File: src/rtl/heart_zone_encoder.sv
// Heart-rate zone encoder: debounces the pulse-sensor beat line, measures beat
// intervals in ms, averages the last four and drives the 3-wire zone code.
module heart_zone_encoder #(
  parameter int CLK_PER_MS  = 50000,
  parameter int DEB         = 3,
  parameter int MIN_MS      = 250,
  parameter int FAST_MS     = 500,
  parameter int ELEV_MS     = 667,
  parameter int NO_PULSE_MS = 2000
) (
  input  logic        clk,
  input  logic        clr_n,
  input  logic        pulse_in,
  output logic        heartrate1,
  output logic        heartrate2,
  output logic        heartrate3,
  output logic        beat,
  output logic [11:0] interval_avg,
  output logic        tracking
);

  localparam int PW = (CLK_PER_MS > 1) ? $clog2(CLK_PER_MS) : 1;

  localparam logic [2:0] CODE_NONE   = 3'b111;
  localparam logic [2:0] CODE_NORMAL = 3'b001;
  localparam logic [2:0] CODE_ELEV   = 3'b011;
  localparam logic [2:0] CODE_FAST   = 3'b000;

  typedef enum logic [1:0] {
    NO_SIGNAL = 2'd0,
    ACQUIRE   = 2'd1,
    TRACK     = 2'd2
  } state_t;

  state_t state, state_next;

  logic          sync1, sync2;
  logic [PW-1:0] ms_cnt;
  logic          tick;
  logic [DEB-2:0] hist;
  logic [DEB-1:0] window;
  logic          deb_level;
  logic          qual_edge;
  logic [11:0]   ivl_cnt, cnt_inc;
  logic [2:0]    fill, fill_next;
  logic          clear_cnt, push, timeout, push_d;
  logic [11:0]   ivl_buf [4];
  logic [13:0]   sum;
  logic [11:0]   avg_now;
  logic [2:0]    zone_now, zone_code;

  always_ff @(posedge clk or negedge clr_n) begin
    if (!clr_n) begin
      sync1 <= 1'b0;
      sync2 <= 1'b0;
    end else begin
      sync1 <= pulse_in;
      sync2 <= sync1;
    end
  end

  assign tick = (ms_cnt == PW'(CLK_PER_MS - 1));

  always_ff @(posedge clk or negedge clr_n) begin
    if (!clr_n) ms_cnt <= '0;
    else if (tick) ms_cnt <= '0;
    else ms_cnt <= ms_cnt + PW'(1);
  end

  // The window is the stored history plus this tick's sample; the level only
  // flips once every sample in it agrees.
  assign window    = {hist, sync2};
  assign qual_edge = tick && !deb_level && (&window);

  always_ff @(posedge clk or negedge clr_n) begin
    if (!clr_n) begin
      hist      <= '0;
      deb_level <= 1'b0;
    end else if (tick) begin
      hist <= window[DEB-2:0];
      if (&window) deb_level <= 1'b1;
      else if (~|window) deb_level <= 1'b0;
    end
  end

  assign cnt_inc = (ivl_cnt == 12'hFFF) ? ivl_cnt : ivl_cnt + 12'd1;

  // Timeout wins over an edge landing on the same tick.
  always_comb begin
    state_next = state;
    fill_next  = fill;
    clear_cnt  = 1'b0;
    push       = 1'b0;
    timeout    = 1'b0;
    case (state)
      NO_SIGNAL: begin
        if (qual_edge) begin
          clear_cnt  = 1'b1;
          fill_next  = 3'd0;
          state_next = ACQUIRE;
        end
      end
      ACQUIRE, TRACK: begin
        if (tick && (cnt_inc >= 12'(NO_PULSE_MS))) begin
          timeout    = 1'b1;
          fill_next  = 3'd0;
          state_next = NO_SIGNAL;
        end else if (qual_edge && (cnt_inc >= 12'(MIN_MS))) begin
          push      = 1'b1;
          clear_cnt = 1'b1;
          if (state == ACQUIRE) begin
            fill_next = fill + 3'd1;
            if (fill == 3'd3) state_next = TRACK;
          end
        end
      end
      default: state_next = NO_SIGNAL;
    endcase
  end

  always_ff @(posedge clk or negedge clr_n) begin
    if (!clr_n) begin
      state   <= NO_SIGNAL;
      fill    <= 3'd0;
      ivl_cnt <= 12'd0;
    end else begin
      state <= state_next;
      fill  <= fill_next;
      if (clear_cnt) ivl_cnt <= 12'd0;
      else if (tick) ivl_cnt <= cnt_inc;
    end
  end

  always_ff @(posedge clk or negedge clr_n) begin
    if (!clr_n) begin
      for (int i = 0; i < 4; i++) ivl_buf[i] <= 12'd0;
    end else if (push) begin
      ivl_buf[0] <= cnt_inc;
      for (int i = 1; i < 4; i++) ivl_buf[i] <= ivl_buf[i-1];
    end
  end

  assign sum = {2'b00, ivl_buf[0]} + {2'b00, ivl_buf[1]} +
               {2'b00, ivl_buf[2]} + {2'b00, ivl_buf[3]};
  assign avg_now = 12'(sum >> 2);

  always_comb begin
    zone_now = CODE_NORMAL;
    if (avg_now <= 12'(FAST_MS)) zone_now = CODE_FAST;
    else if (avg_now <= 12'(ELEV_MS)) zone_now = CODE_ELEV;
  end

  // Outputs follow the buffer one clk after a push and only while tracking,
  // so the code holds steady between beats.
  always_ff @(posedge clk or negedge clr_n) begin
    if (!clr_n) begin
      push_d       <= 1'b0;
      beat         <= 1'b0;
      zone_code    <= CODE_NONE;
      interval_avg <= 12'd0;
      tracking     <= 1'b0;
    end else begin
      push_d <= push;
      beat   <= push;
      if (timeout) begin
        zone_code    <= CODE_NONE;
        interval_avg <= 12'd0;
        tracking     <= 1'b0;
      end else if (push_d && (state == TRACK)) begin
        zone_code    <= zone_now;
        interval_avg <= avg_now;
        tracking     <= 1'b1;
      end
    end
  end

  assign {heartrate1, heartrate2, heartrate3} = zone_code;

endmodule

File: config.mk
export PLATFORM = sky130hd
export DESIGN_NAME = heart_zone_encoder
export DESIGN_NICKNAME = d
export VERILOG_FILES = /design/src/rtl/heart_zone_encoder.sv
export SDC_FILE = /design/constraint.sdc
export NUM_CORES = 1
export LEC_CHECK = 0
export CAP_MARGIN = 20
export CORE_ASPECT_RATIO = 0.75
export CORE_MARGIN = 1.5
export CORE_UTILIZATION = 45
export DETAILED_ROUTE_END_ITERATION = 6
export GPL_TIMING_DRIVEN = 0
export PLACE_DENSITY = 0.62
export SYNTH_ARGS = -nofsm -noshare
export SYNTH_HDL_FRONTEND = slang
export SYNTH_SLANG_ARGS = --single-unit
export TNS_END_PERCENT = 5
File: constraint.sdc
create_clock -name clk -period 9.28 [get_ports clk]
set_clock_uncertainty 0.2 [all_clocks]
set_input_delay 1.392 -clock clk [delete_from_list [all_inputs] [get_ports clk]]
set_output_delay 1.392 -clock clk [all_outputs]
set_load 0.02 [all_outputs]
# Word-level counts from Yosys, hierarchy flattened
# Index checks and enable logic that the tools add are counted.
classes:
  n_addsub: 6
  multipliers: 0
  n_div: 0
  magnitude_cmp: 4
  n_eq_ne: 10
  n_shift: 0
  mux: 32
  bitwise: 0
  reduce_logical: 16
op_table:
  columns: ["op", "n"]
  rows:
  - ["2-to-1 mux 12 bit", 5]
  - ["2-to-1 mux 3 bit", 6]
  - ["adder 16 x 1 -> 16 bit (second input constant)", 1]
  - ["equality test 16 bit (second input constant)", 1]
  - ["2-to-1 mux 16 bit", 1]
  - ["adder 13 x 12 -> 14 bit", 1]
  - ["adder 14 x 12 -> 14 bit", 1]
  - ["2-to-1 mux 2 bit", 7]
  - ["adder 12 x 12 -> 13 bit", 1]
  - ["adder 12 x 1 -> 12 bit (second input constant)", 1]
  - ["equality test 12 bit (second input constant)", 1]
  - ["greater-or-equal comparator 12 x 11 -> 1 bit (second input constant)", 1]
  - ["greater-or-equal comparator 12 x 8 -> 1 bit (second input constant)", 1]
  - ["less-or-equal comparator 12 x 10 -> 1 bit (second input constant)", 1]
  - ["less-or-equal comparator 12 x 9 -> 1 bit (second input constant)", 1]
  - ["2-to-1 mux 1 bit", 10]
  - ["inequality test 3 bit (second input constant)", 3]
  - ["AND reduction 4 bit", 2]
  - ["case mux 3 bit (2 select lines)", 1]
  - ["nonzero test 2 bit", 3]
  - ["logical AND 1 bit", 5]
  - ["inequality test 2 bit (second input constant)", 2]
  - ["case mux 2 bit (2 select lines)", 1]
  - ["adder 3 x 1 -> 3 bit (second input constant)", 1]
  - ["other kinds (10)", 10]
totals:
  register_bits: 103
  latch_bits: 0
  ramBits: 0
  romBits: 0
  in_bits: 3
  out_inout_bits: 17
  word_cells: 84
  memories: 0

# Depth between registers and ports, before layout
depth:
  word_depth: 8
  ltp_mapped: 14
  depth_no_buf: 14

# Worst setup path before layout
# No wires, ideal clock.
synth_timing:
  path_type: "reg-to-reg"
  start: "register ivl_buf[1] (netlist name)"
  end: "register zone_code[1]"
  setup_ns: 0.059
  t_arrival_ns: 3.645
  required_time_ns: 9.021
  slack_ns: 5.376
  path_stages_with_launch: 15
  path_buffers: 0
  synth_period_minus_slack_ns: 3.904
  path_cell_list: "dfrtp_1 > inv_1 > fa_1 > inv_1 > fa_1 > nand2_1 > nor2_1 > fa_1 > a21o_1 > a221oi_1 > o2bb2ai_1 > a2111o_1 > a211oi_1 > a21boi_0 > o21ba_2"
synth_via:
  elab_chain_cells: 6
  elab_cells_between_ends: 7
  classes_between: "add/sub: 1; order compare: 2; mux: 4"
synth_rtl:
  columns: ["item", "line", "text"]
  rows:
  - ["start, declared", "47", "logic [11:0] ivl_buf [4];"]
  - ["adder 14 x 12 -> 14 bit *", "144", "{2'b00, ivl_buf[2]} + {2'b00, ivl_buf[3]};"]
  - ["less-or-equal comparator 12 x 10 -> 1 bit", "150", "else if (avg_now <= 12'(ELEV_MS)) zone_now = CODE_ELEV;"]
  - ["2-to-1 mux 2 bit", "150", null]
  - ["2-to-1 mux 2 bit *", "149", "if (avg_now <= 12'(FAST_MS)) zone_now = CODE_FAST;"]
  - ["2-to-1 mux 3 bit *", "169", "end else if (push_d && (state == TRACK)) begin"]
  - ["2-to-1 mux 3 bit *", "165", "if (timeout) begin"]
  - ["end signal, assigned", "170", "zone_code <= zone_now;"]
  - ["end, declared", "50", "logic [2:0] zone_now, zone_code;"]
# Every way passes the cells marked *; elsewhere a longest branch is shown, timed or not. The select of a mux whose other input is x is not followed.
# A chain may end at the register's enable or synchronous reset.

# Worst setup path after layout
# Ends and elaborated chain as after synthesis.

==> metrics.txt <==
status finished clean; Tot GR Track Use 19.36%; Sink Count 103; worst path bufs/invs 2; M1 wire length 6869 µm; Static Leak 3.157 nW; Fin Setup TNS 0 ns; Largest stage delay, worst path 0.54 ns; leading register cell type out of synthesis dfrtp_1; # Post-CTS Setup Buffers 0; Setup CP Type flop to flop; crit path launch type flop; Mean Syn Cell Area 10.24 µm²; fillers 1,197; register area 0.002581 mm²; Post-DP Area 0.006586 mm²; Final Power 0.0008246 W; critical-path cell list inv_1, fa_1, inv_1, fa_1, nand2_1, nor2_1, fa_1, a21o_1, a221oi_1, o2bb2ai_1, a2111o_1, a211oi_1, a21boi_0, o21ba_2; synth unique cells 67; Horiz. Die Dim 138.1 µm; Clk Latency, worst-skew pair 0.35 ns; Area contributors post-synth dfrtp_1 (41%), fa_1 (7.8%), mux2i_1 (5.5%); vias per inst 5.520; total wire length 12,840 µm; largest net degree at the start of global routing 54; Final Hold Fails 0; Yosys reg bits 103; Peak VDD IR 0.0001009 V; wire length on met2 5362 µm; final net count 678; max frequency 0.2298 GHz; DRT iter0 DRCs 250; Ys Warns 0; Max Slew Vio Count 0; CTS tree done; vias in the first global route 4,389; cell mode on critical path fa_1; register area share after synthesis 41.92%; Worst Hold Class flop to flop; Die Area 0.01440 mm²; Longest Clk Path Bufs 2; met3 WL 467 µm; cells after synthesis 601; detailed placement HPWL 9719 µm; core area 0.01315 mm²; DR DRC count 0; Reg clk slew, reported paths 0.06 ns; Layout Cells excl Fill 805; Worst Path Arrival 4.45 ns; # hold bufs at CTS 0; Placed Cells 792; vias post-DR 4,444; post-CTS sizing 0; # rows 36; IO Port Bufs 19; top sig layer met4; Tmin final 4.351 ns; GP Congestion 0.8818; WP data required 9.38 ns; First-pass DRT Iterations 5; area of the multi-input gates 0.003141 mm²; layout cell share with drive strength beyond 1 9.621%; mapped cell area 0.006157 mm²; top cells by count, synth dfrtp_1 (100), inv_1 (74), nor2_1 (38); largest area contributor in the synthesized netlist dfrtp_1; slowest CP cell fa_1; maxcap violations 0; I/O Pins 20; most frequent cell after synthesis dfrtp_1; overall die height 104.3 µm; Synth top area share 40.64%; final setup vio count 0; CTS Root Cell clkbuf_16; CP max FO 4; n_diodes 0; worst slew pin tran 0.9183 ns; unrepaired setup endpoints after global routing no; first-pass GRT wire length 22,370 µm; H-tree levels 3; syn_nets 647; Slew HR 38.21%; post-route cell area 0.006854 mm²; Initial Util 46.81%; crit end category flop; Synth async-reset ratio 100.0%; CP delay by family, top compound AO/OA/AOI/OAI gates; antenna violations before repair 0; EDFF count, synth 0; CTS Buf Count 9; Pwr Density 120.3 mW/mm²; Tcrit/Tclk final 46.89%; wire per inst 15.96 µm; Finished Core Util 52.11%; Routed Antenna Nets 0; GRT overflow 0; Area Growth Syn to Fin 11.32%
-- worst reg2reg max path, stage by stage, from the launching register on --
cell and delay [ns]:
dfrtp_1 0.32, inv_1 0.06, fa_1 0.54, inv_1 0.07, fa_1 0.49, nand2_1 0.09, nor2_1 0.05, fa_1 0.43
a21o_1 0.23, a221oi_1 0.53, o2bb2ai_1 0.24, a2111o_1 0.43, a211oi_1 0.25, a21boi_0 0.22, o21ba_2 0.16
-- final cells by class --
cell class              instances  share of cell area [%]
plain buffers                  26                   2.300
clock buffers                  11                   3.395
clock inverters                 2                  0.5111
inverters                      74                   4.053
multi-input cells             398                   45.82
flip-flops and latches        103                   37.66
well taps                     171                   3.122
repair buffers                 20                   3.140
-- logic make-up (layout without fill, tap and decap cells) --
group / after synthesis / count (layout) / synth area share [%]
muxes: 55 / 55 / 9.429
adders and majority gates: 43 / 43 / 11.66
xor gates and xnor gates: 25 / 25 / 3.556
DFF: 103 / 103 / 41.92
AOI/OAI and AO/OA: 108 / 108 / 12.03
buffers and inverters: 100 / 133 / 7.072
and+or+nand+nor: 167 / 167 / 14.33
-- stage by stage --
step / hold WS (ns) / worst slack, ns
finish: 0.1487 / 4.929
global route: 0.1566 / 4.599
CTS: 0.1496 / 4.962
detailed placement: 0.1347 / 5.007
global placement: 0.1356 / 2.755
floorplan: 0.1312 / 5.376
-- cell usage in the layout (no fill, tap or decap), types with 14 or more instances in the layout --
cell type,synthesis,layout
mux2i_1,34,34
o21ai_0,17,17
nand2_1,34,34
nor2_1,38,38
clkdlybuf4s50_1,0,18
dfrtp_1,100,100
and3_1,14,14
fa_1,24,24
mux2_2,18,18
ha_1,19,19
a21oi_1,35,35
nand3_1,22,22
inv_1,74,74
-- state kept, by name (all words and copies together) (netlist names) --
register,cells
tracking,1
ivl_buf,48
deb_level,1
interval_avg,12
sync1,1
zone_code,3
push_d,1
ms_cnt,16
hist,2
state,2
ivl_cnt,12
sync2,1
fill,3
-- routing by layer --
metal  up-vias  GRT usage, %
met1      2237         29.88
li1       2138             -
met2        59         26.90
met3        10         4.328
met5         -             0
met4         0         5.714
-- path summary, 6_finish.rpt --
check	startpoint	endpoint	slack [ns]	depth (start not counted)
worst min register to register	sync1	sync2	0.15	0
worst min-delay path	sync1	sync2	0.15	0
min in group asynchronous	clr_n	ms_cnt[13]	0.87	1
worst max register to register	ivl_buf[1]	zone_code[1]	4.93	14
worst max-delay path	ivl_buf[1]	zone_code[1]	4.93	14
max in group asynchronous	clr_n	zone_code[1]	7.26	2
-- where the power goes --
part           leakage (nW)  total [W]  internal, W  switching [W]
Sequential             1.41   0.000450     0.000449    0.000000175
Clock                 0.131   0.000365     0.000204       0.000160
Combinational          1.62  0.0000105   0.00000184     0.00000869
Power figures use the tool's default switching activity.
